`src/rtl/au_addsub_pipe.sv`:
```
// au_addsub_pipe: pipelined adder-subtractor resolving one LSB-first segment per stage,
// with valid/ready flow control, carry/borrow-out and two's-complement overflow.
module au_addsub_pipe #(
    parameter int WIDTH  = 32,
    parameter int STAGES = 4
) (
    input  logic             clk,
    input  logic             rst_n,
    input  logic             in_valid,
    output logic             in_ready,
    input  logic [WIDTH-1:0] a,
    input  logic [WIDTH-1:0] b,
    input  logic             add_sub,
    input  logic             ci,
    output logic             out_valid,
    input  logic             out_ready,
    output logic [WIDTH-1:0] s,
    output logic             co,
    output logic             ov
);
    localparam int NS = (STAGES < 1) ? 1 : STAGES;
    localparam int Q  = WIDTH / NS;
    localparam int R  = WIDTH % NS;

    if (WIDTH < 1 || STAGES < 1 || STAGES > WIDTH) begin : g_bad_param
        $fatal(1, "au_addsub_pipe: invalid WIDTH=%0d STAGES=%0d", WIDTH, STAGES);
    end

    logic w_adv;

    assign w_adv    = ~out_valid | out_ready;
    assign in_ready = w_adv;

    for (genvar k = 0; k < STAGES; k++) begin : g_st
        localparam int WK = (k < R) ? Q + 1 : Q;
        localparam int LO = k * Q + ((k < R) ? k : R);
        localparam int HI = LO + WK;
        // Operand bits not yet consumed; bit 0 is the LSB of this stage's segment.
        logic [WIDTH-LO-1:0] w_a;
        logic [WIDTH-LO-1:0] w_bx;
        logic                w_v;
        logic                w_c;
        logic                w_sub;
        logic [WK:0]         w_seg;
        logic [HI-1:0]       w_snext;
        logic                r_v;
        logic [HI-1:0]       r_s;

        if (k == 0) begin : g_in
            assign w_a     = a;
            assign w_bx    = add_sub ? ~b : b;
            assign w_c     = add_sub ^ ci;
            assign w_sub   = add_sub;
            assign w_v     = in_valid;
            assign w_snext = w_seg[WK-1:0];
        end else begin : g_in
            assign w_a     = g_st[k-1].g_mid.r_a;
            assign w_bx    = g_st[k-1].g_mid.r_bx;
            assign w_c     = g_st[k-1].g_mid.r_c;
            assign w_sub   = g_st[k-1].g_mid.r_sub;
            assign w_v     = g_st[k-1].r_v;
            assign w_snext = {w_seg[WK-1:0], g_st[k-1].r_s};
        end

        assign w_seg = {1'b0, w_a[WK-1:0]} + {1'b0, w_bx[WK-1:0]} + {{WK{1'b0}}, w_c};

        always_ff @(posedge clk or negedge rst_n) begin
            if (!rst_n) begin
                r_v <= 1'b0;
                r_s <= '0;
            end else if (w_adv) begin
                r_v <= w_v;
                r_s <= w_snext;
            end
        end

        if (k < STAGES - 1) begin : g_mid
            logic [WIDTH-HI-1:0] r_a;
            logic [WIDTH-HI-1:0] r_bx;
            logic                r_c;
            logic                r_sub;

            always_ff @(posedge clk or negedge rst_n) begin
                if (!rst_n) begin
                    r_a   <= '0;
                    r_bx  <= '0;
                    r_c   <= 1'b0;
                    r_sub <= 1'b0;
                end else if (w_adv) begin
                    r_a   <= w_a[WIDTH-LO-1:WK];
                    r_bx  <= w_bx[WIDTH-LO-1:WK];
                    r_c   <= w_seg[WK];
                    r_sub <= w_sub;
                end
            end
        end else begin : g_last
            logic r_co;
            logic r_ov;

            // Carry into the MSB is recovered from the MSB sum bit and its operands.
            always_ff @(posedge clk or negedge rst_n) begin
                if (!rst_n) begin
                    r_co <= 1'b0;
                    r_ov <= 1'b0;
                end else if (w_adv) begin
                    r_co <= w_seg[WK] ^ w_sub;
                    r_ov <= w_seg[WK] ^ w_a[WK-1] ^ w_bx[WK-1] ^ w_seg[WK-1];
                end
            end
        end
    end

    assign out_valid = g_st[STAGES-1].r_v;
    assign s         = g_st[STAGES-1].r_s;
    assign co        = g_st[STAGES-1].g_last.r_co;
    assign ov        = g_st[STAGES-1].g_last.r_ov;
endmodule
```
`config.mk`:
```
export PLATFORM = sky130hd
export DESIGN_NAME = au_addsub_pipe
export DESIGN_NICKNAME = d
export VERILOG_FILES = /design/src/rtl/au_addsub_pipe.sv
export SDC_FILE = /design/constraint.sdc
export NUM_CORES = 1
export LEC_CHECK = 0
export ABC_AREA = 1
export CAP_MARGIN = 10
export CORE_ASPECT_RATIO = 2
export CORE_MARGIN = 2
export CORE_UTILIZATION = 56
export DETAILED_ROUTE_END_ITERATION = 7
export PLACE_DENSITY = 0.82
export SETUP_SLACK_MARGIN = 0.3
export SYNTH_ARGS = -nofsm -noshare
export SYNTH_HDL_FRONTEND = slang
export SYNTH_SLANG_ARGS = --single-unit
```
`constraint.sdc`:
```
create_clock -name clk -period 2.2 [get_ports clk]
set_input_delay 0.33 -clock clk [delete_from_list [all_inputs] [get_ports clk]]
set_output_delay 0.33 -clock clk [all_outputs]
set_load 0.005 [all_outputs]
```
### After elaboration in Yosys (flattened, before gate mapping)

Index checks and enable logic that the tools add are counted.
W data, S select, Z words.

| operators by class | value |
|---|---|
| $add $sub $neg | 8 |
| muxes and demuxes | 1 |
| bitwise gates (word level) | 8 |

Operator list:

| kind | number |
|---|---|
| $add A8 B8 Y9 | 4 |
| $add A9 B1 Y9 | 4 |
| $mux W32 | 1 |
| $not A32 Y32 | 1 |
| $xor A1 B1 Y1 | 5 |
| $not A1 Y1 | 1 |
| $or A1 B1 Y1 | 1 |

| storage, ports and cells | value |
|---|---|
| register bits | 188 |
| bits of input ports | 70 |
| output and inout port bits | 36 |
| word-level logic and storage cells | 39 |

### Longest topological paths before layout

| logic depth | value |
|---|---|
| depth in word-level cells | 5 |
| depth in mapped cells | 14 |
| depth with buffers taken out | 14 |

### Worst setup path after synthesis

Ideal clock, no wire load.

| path | value |
|---|---|
| path kind | in2reg |
| start | input port add_sub |
| end | register g_st[0].r_s[6] |
| setup time | 126 ps |
| arrival time | 2173 ps |
| data required time | 2074 ps |
| setup slack | -99 ps |
| cell stages on the path | 10 |
| path buffers | 2 |
| cells stage by stage | buf_4 buf_2 xor2_1 fa_1 fa_1 nand4_1 nand3_1 or2_1 nand3_1 o21ai_1 |

| on the way | value |
|---|---|
| longest elaborated chain between the ends | 3 |
| elaborated cells on any way between the ends | 4 |
| classes of those cells | add/sub: 2; mux: 1; bitwise: 1 |

Ends and longest elaborated chain:

| element | line | RTL |
|---|---|---|
| start, declared | 13 | `input logic add_sub,` |
| $mux W32 | 51 | `assign w_bx = add_sub ? ~b : b;` |
| $add A8 B8 Y9 | 65 | `assign w_seg = {1'b0, w_a[WK-1:0]} + {1'b0, w_bx[WK-1:0]} + {{WK{1'b0}}, w_c};` |
| $add A9 B1 Y9 * | 65 |  |
| end signal, assigned | 73 | `r_s <= w_snext;` |
| end, declared | 47 | `logic [HI-1:0] r_s;` |

Every way passes the cells marked *; elsewhere a longest branch is shown, timed or not.
A chain may end at the register's enable or synchronous reset.

### Worst setup path after layout

| path | value |
|---|---|
| start | register g_st[1].g_mid.r_a[0] |
| end | register g_st[2].g_mid.r_c |

| on the way | value |
|---|---|
| longest elaborated chain between the ends | 2 |

Ends and longest elaborated chain:

| element | line | RTL |
|---|---|---|
| start, declared | 78 | `logic [WIDTH-HI-1:0] r_a;` |
| start signal, assigned | 90 | `r_a <= w_a[WIDTH-LO-1:WK];` |
| $add A8 B8 Y9 | 65 |  |
| $add A9 B1 Y9 | 65 |  |
| end signal, assigned | 92 | `r_c <= w_seg[WK];` |
| end, declared | 80 | `logic r_c;` |

Every way passes these cells.

==> results by group <==
Clocking
  • CTS Buffer Depth: 2
  • # H-tree levels: 4
  • CTS tree: done
  • Sink Count: 188
  • Clk_lat worst skew: 0.44 ns
  • Worst-path clk slew: approximately 0.070 ns
  • Root Buffer: clkbuf_16
  • Num CTS Buffers: 17

Drt
  • Final wirelength: ~18000 µm
  • DRC errors left: 0
  • Vias: ~6700
  • DR pass1 iterations: 7
  • Antenna Nets Post-Route: 0
  • Vias/cell: 5.15
  • DRT iter0 DRCs: 398
  • Wirelength per Cell: roughly 14 µm

Die
  • Die height: around 180 µm
  • Die Wd: a little over 90 µm
  • Core box area: 15200 µm²
  • Initial core utilization: 0.569
  • Ports: roughly 110
  • Die ar.: 16500 µm²
  • Cell Rows: 64

Cells and area
  • Final Util: 0.693
  • Area grow syn2layout: 22.0%
  • Fillers: ~1200
  • Ratio of cells with drive above 1 in the final layout: 0.0758
  • Most frequent cells in the layout: nand2_1, dfrtp_1, clkdlybuf4s50_1
  • Most common cell after layout, fill and taps aside: nand2_1
  • Final net count: between 1000 and 1500
  • Antenna cells: 0
  • Final Cell Area: 10600 µm²

Place
  • Dpl hpwl: roughly 12000 µm
  • PortBufs: 105
  • Setup WS pre-CTS: -0.265 ns
  • Dpl cell area: between 9000 and 10000 µm²
  • Routability-driven placement congestion ratio: about 0.83

Global routing
  • Grt total ovfl: 0
  • Pin count of the biggest net entering global routing: 93
  • Vias in the first global route: around 6700
  • Overall routing resource usage: 0.231
  • Initial antenna violation count: 0
  • First-pass GRT wire length: 30800 µm

Synth
  • Netlist cell types: 33
  • Seq cells post-synth: 188
  • Post-synthesis sequential area ratio: 0.544
  • Average cell area after synthesis: 8.81 µm²
  • Yosys warning total: 0
  • Synth Instances: 982
  • Synthesized cell area: 8650 µm²
  • Synth Net Count: 1088

STA
  • Setup-failing EPs final: 0
  • Relative slew slack: 0.715
  • Final Worst Setup Slack: approximately 0.27 ns
  • Hold Vio Cnt, Final: 0
  • Crit share post-route: 0.879
  • Worst clock skew: 0.0119 ns
  • Post-layout min period: between 1.5 and 2 ns
  • RSZ-0062 raised after global routing: yes
  • Peak Freq: 0.517 GHz
  • Slew Limit Fails: 0
  • Least-Margin Pin Slew: 0.427 ns

Critical path
  • CP max FO: 3
  • CP Capture Type: flip-flop
  • Ordered cell list for the critical path: fa_2 > fa_2 > nand4_1 > nand3_2 > nand2_2 > nand3_2 > nand2_1 > o21ai_1
  • CP arrival: roughly 2.2 ns
  • FF-to-FF setup slack: 0.27 ns
  • Critical path startpoint category: flip-flop
  • Kind of critical path: reg2reg
  • Crit path required time: 2.51 ns
  • CP peak stage delay: 0.47 ns
  • Slowest CP cell: fa_2

Outcome
  • Outcome: completed

Pwr
  • P_leak: 5.27 nW
  • Worst VDD drop: 0.940 mV
  • PwrDens: 1410 nW/µm²

Min path
  • HP Class: in2reg

Flow run
  • Max-Cap Viols: 0
final timing paths:
kind | to | cells past startpoint | start
setup / recovery | g_st[2].g_mid.r_c$_DFFE_PN0P_ | 8 | g_st[1].g_mid.r_a[0]$_DFFE_PN0P_
hold / removal | g_st[0].g_mid.r_sub$_DFFE_PN0P_ | 4 | add_sub
setup reg to reg | g_st[2].g_mid.r_c$_DFFE_PN0P_ | 8 | g_st[1].g_mid.r_a[0]$_DFFE_PN0P_
hold reg to reg | out_valid$_DFFE_PN0P_ | 2 | g_st[2].r_v$_DFFE_PN0P_
max in group asynchronous | g_st[0].g_mid.r_bx[4]$_DFFE_PN0P_ | 3 | rst_n
min in group asynchronous | g_st[0].g_mid.r_bx[10]$_DFFE_PN0P_ | 2 | rst_n
state kept, by name, summed over array words and instances, names as in the netlist:
| name | count |
|---|---|
| g_st.g_mid.r_c | 3 |
| g_st.r_s | 48 |
| g_st.r_v | 3 |
| co | 1 |
| g_st.g_mid.r_bx | 48 |
| g_st.g_mid.r_sub | 3 |
| g_st.g_mid.r_a | 48 |
| ov | 1 |
| s | 32 |
| out_valid | 1 |
area by class of cell:
| class | instances | area [µm²] | area share |
|---|---|---|---|
| inverter | 63 | 241 | 0.0229 |
| clock inverter | 14 | 145 | 0.0138 |
| tap | 198 | 248 | 0.0235 |
| clock buffer | 18 | 439 | 0.0416 |
| multi-input combinational | 687 | 3490 | 0.331 |
| timing repair buffer | 125 | 1280 | 0.121 |
| sequential | 188 | 4700 | 0.446 |
routing by layer:
metal,GRT usage,part of all wire
met1,0.282,0.40
met2,0.396,0.52
met3,0.0423,0.041
met4,0.105,0.036
met5,0,0
kinds of logic after synthesis:
logic type	Yosys count	synth area share
and+or+nand+nor	487	0.219
DFF	188	0.544
AOI/OAI and AO/OA	117	0.0703
buffers and inverters	107	0.0599
xor gates and xnor gates	47	0.0476
adders and majority gates	36	0.0590
power breakdown:
group	total, W	internal [W]	switching (W)
Clock	0.00306	0.00164	0.00143
Sequential	0.00589	0.00500	0.000893
Combinational	0.00591	0.00258	0.00333
Total	0.0149	0.00921	0.00564
synthesized netlist by cell type:
library cell	number	area, µm²
nand4_1	6	37.5
nor2_1	8	30.0
o211ai_1	1	7.51
nand3_1	24	120
nand2_1	440	1650
buf_4	18	135
or2_1	2	12.5
ha_1	28	350
clkbuf_2	1	5.00
nor2_4	1	11.3
buf_2	13	65.1
dfrtp_1	188	4700
xor2_1	18	158
o21a_1	1	7.51
clkbuf_1	10	37.5
clkbuf_8	1	13.8
and2_1	1	6.26
nand2_2	2	12.5
inv_6	1	8.76
a31oi_1	4	25.0
o21ai_1	53	265
inv_2	1	3.75
a21oi_2	1	8.76
a21o_1	3	22.5
buf_12	1	20.0
xnor2_1	29	254
fa_1	8	160
a21oi_1	16	80.1
or2_2	1	6.26
nor3_1	2	10.0
o21ai_0	37	185
inv_1	61	229
o22ai_1	1	6.26
timing repair:
item                                    4_1_cts  5_1_grt
resized for setup                             9       16
hold buffers                                  1        0
hold endpoints to repair                     48        0
endpoints found under the setup margin        8        9
buffers inserted                              0        2
pin swaps                                     2       10
critical path, delay by kind of cell (launching register included):
| kind | cells | cell delay (ns) |
|---|---|---|
| simple gates | 5 | 0.45 |
| fa+ha+maj | 2 | 0.87 |
| compound gates | 1 | 0.07 |
| flops | 1 | 0.42 |
per-stage QoR:
step | cells | setup TNS [ns] | hold slack [ns] | total power [W]
2_1_floorplan | 982 | 0 | 0.0344 | 0.00962
3_3_place_gp | 1258 | -0.527 | 0.311 | 0.0113
3_5_place_dp | 1258 | -0.660 | 0.317 | 0.0115
4_1_cts | 1291 | 0 | 0.373 | 0.0148
5_1_grt | 1293 | 0 | 0.427 | 0.0160
6_report | 1293 | 0 | 0.396 | 0.0149
Power figures use the tool's default switching activity.
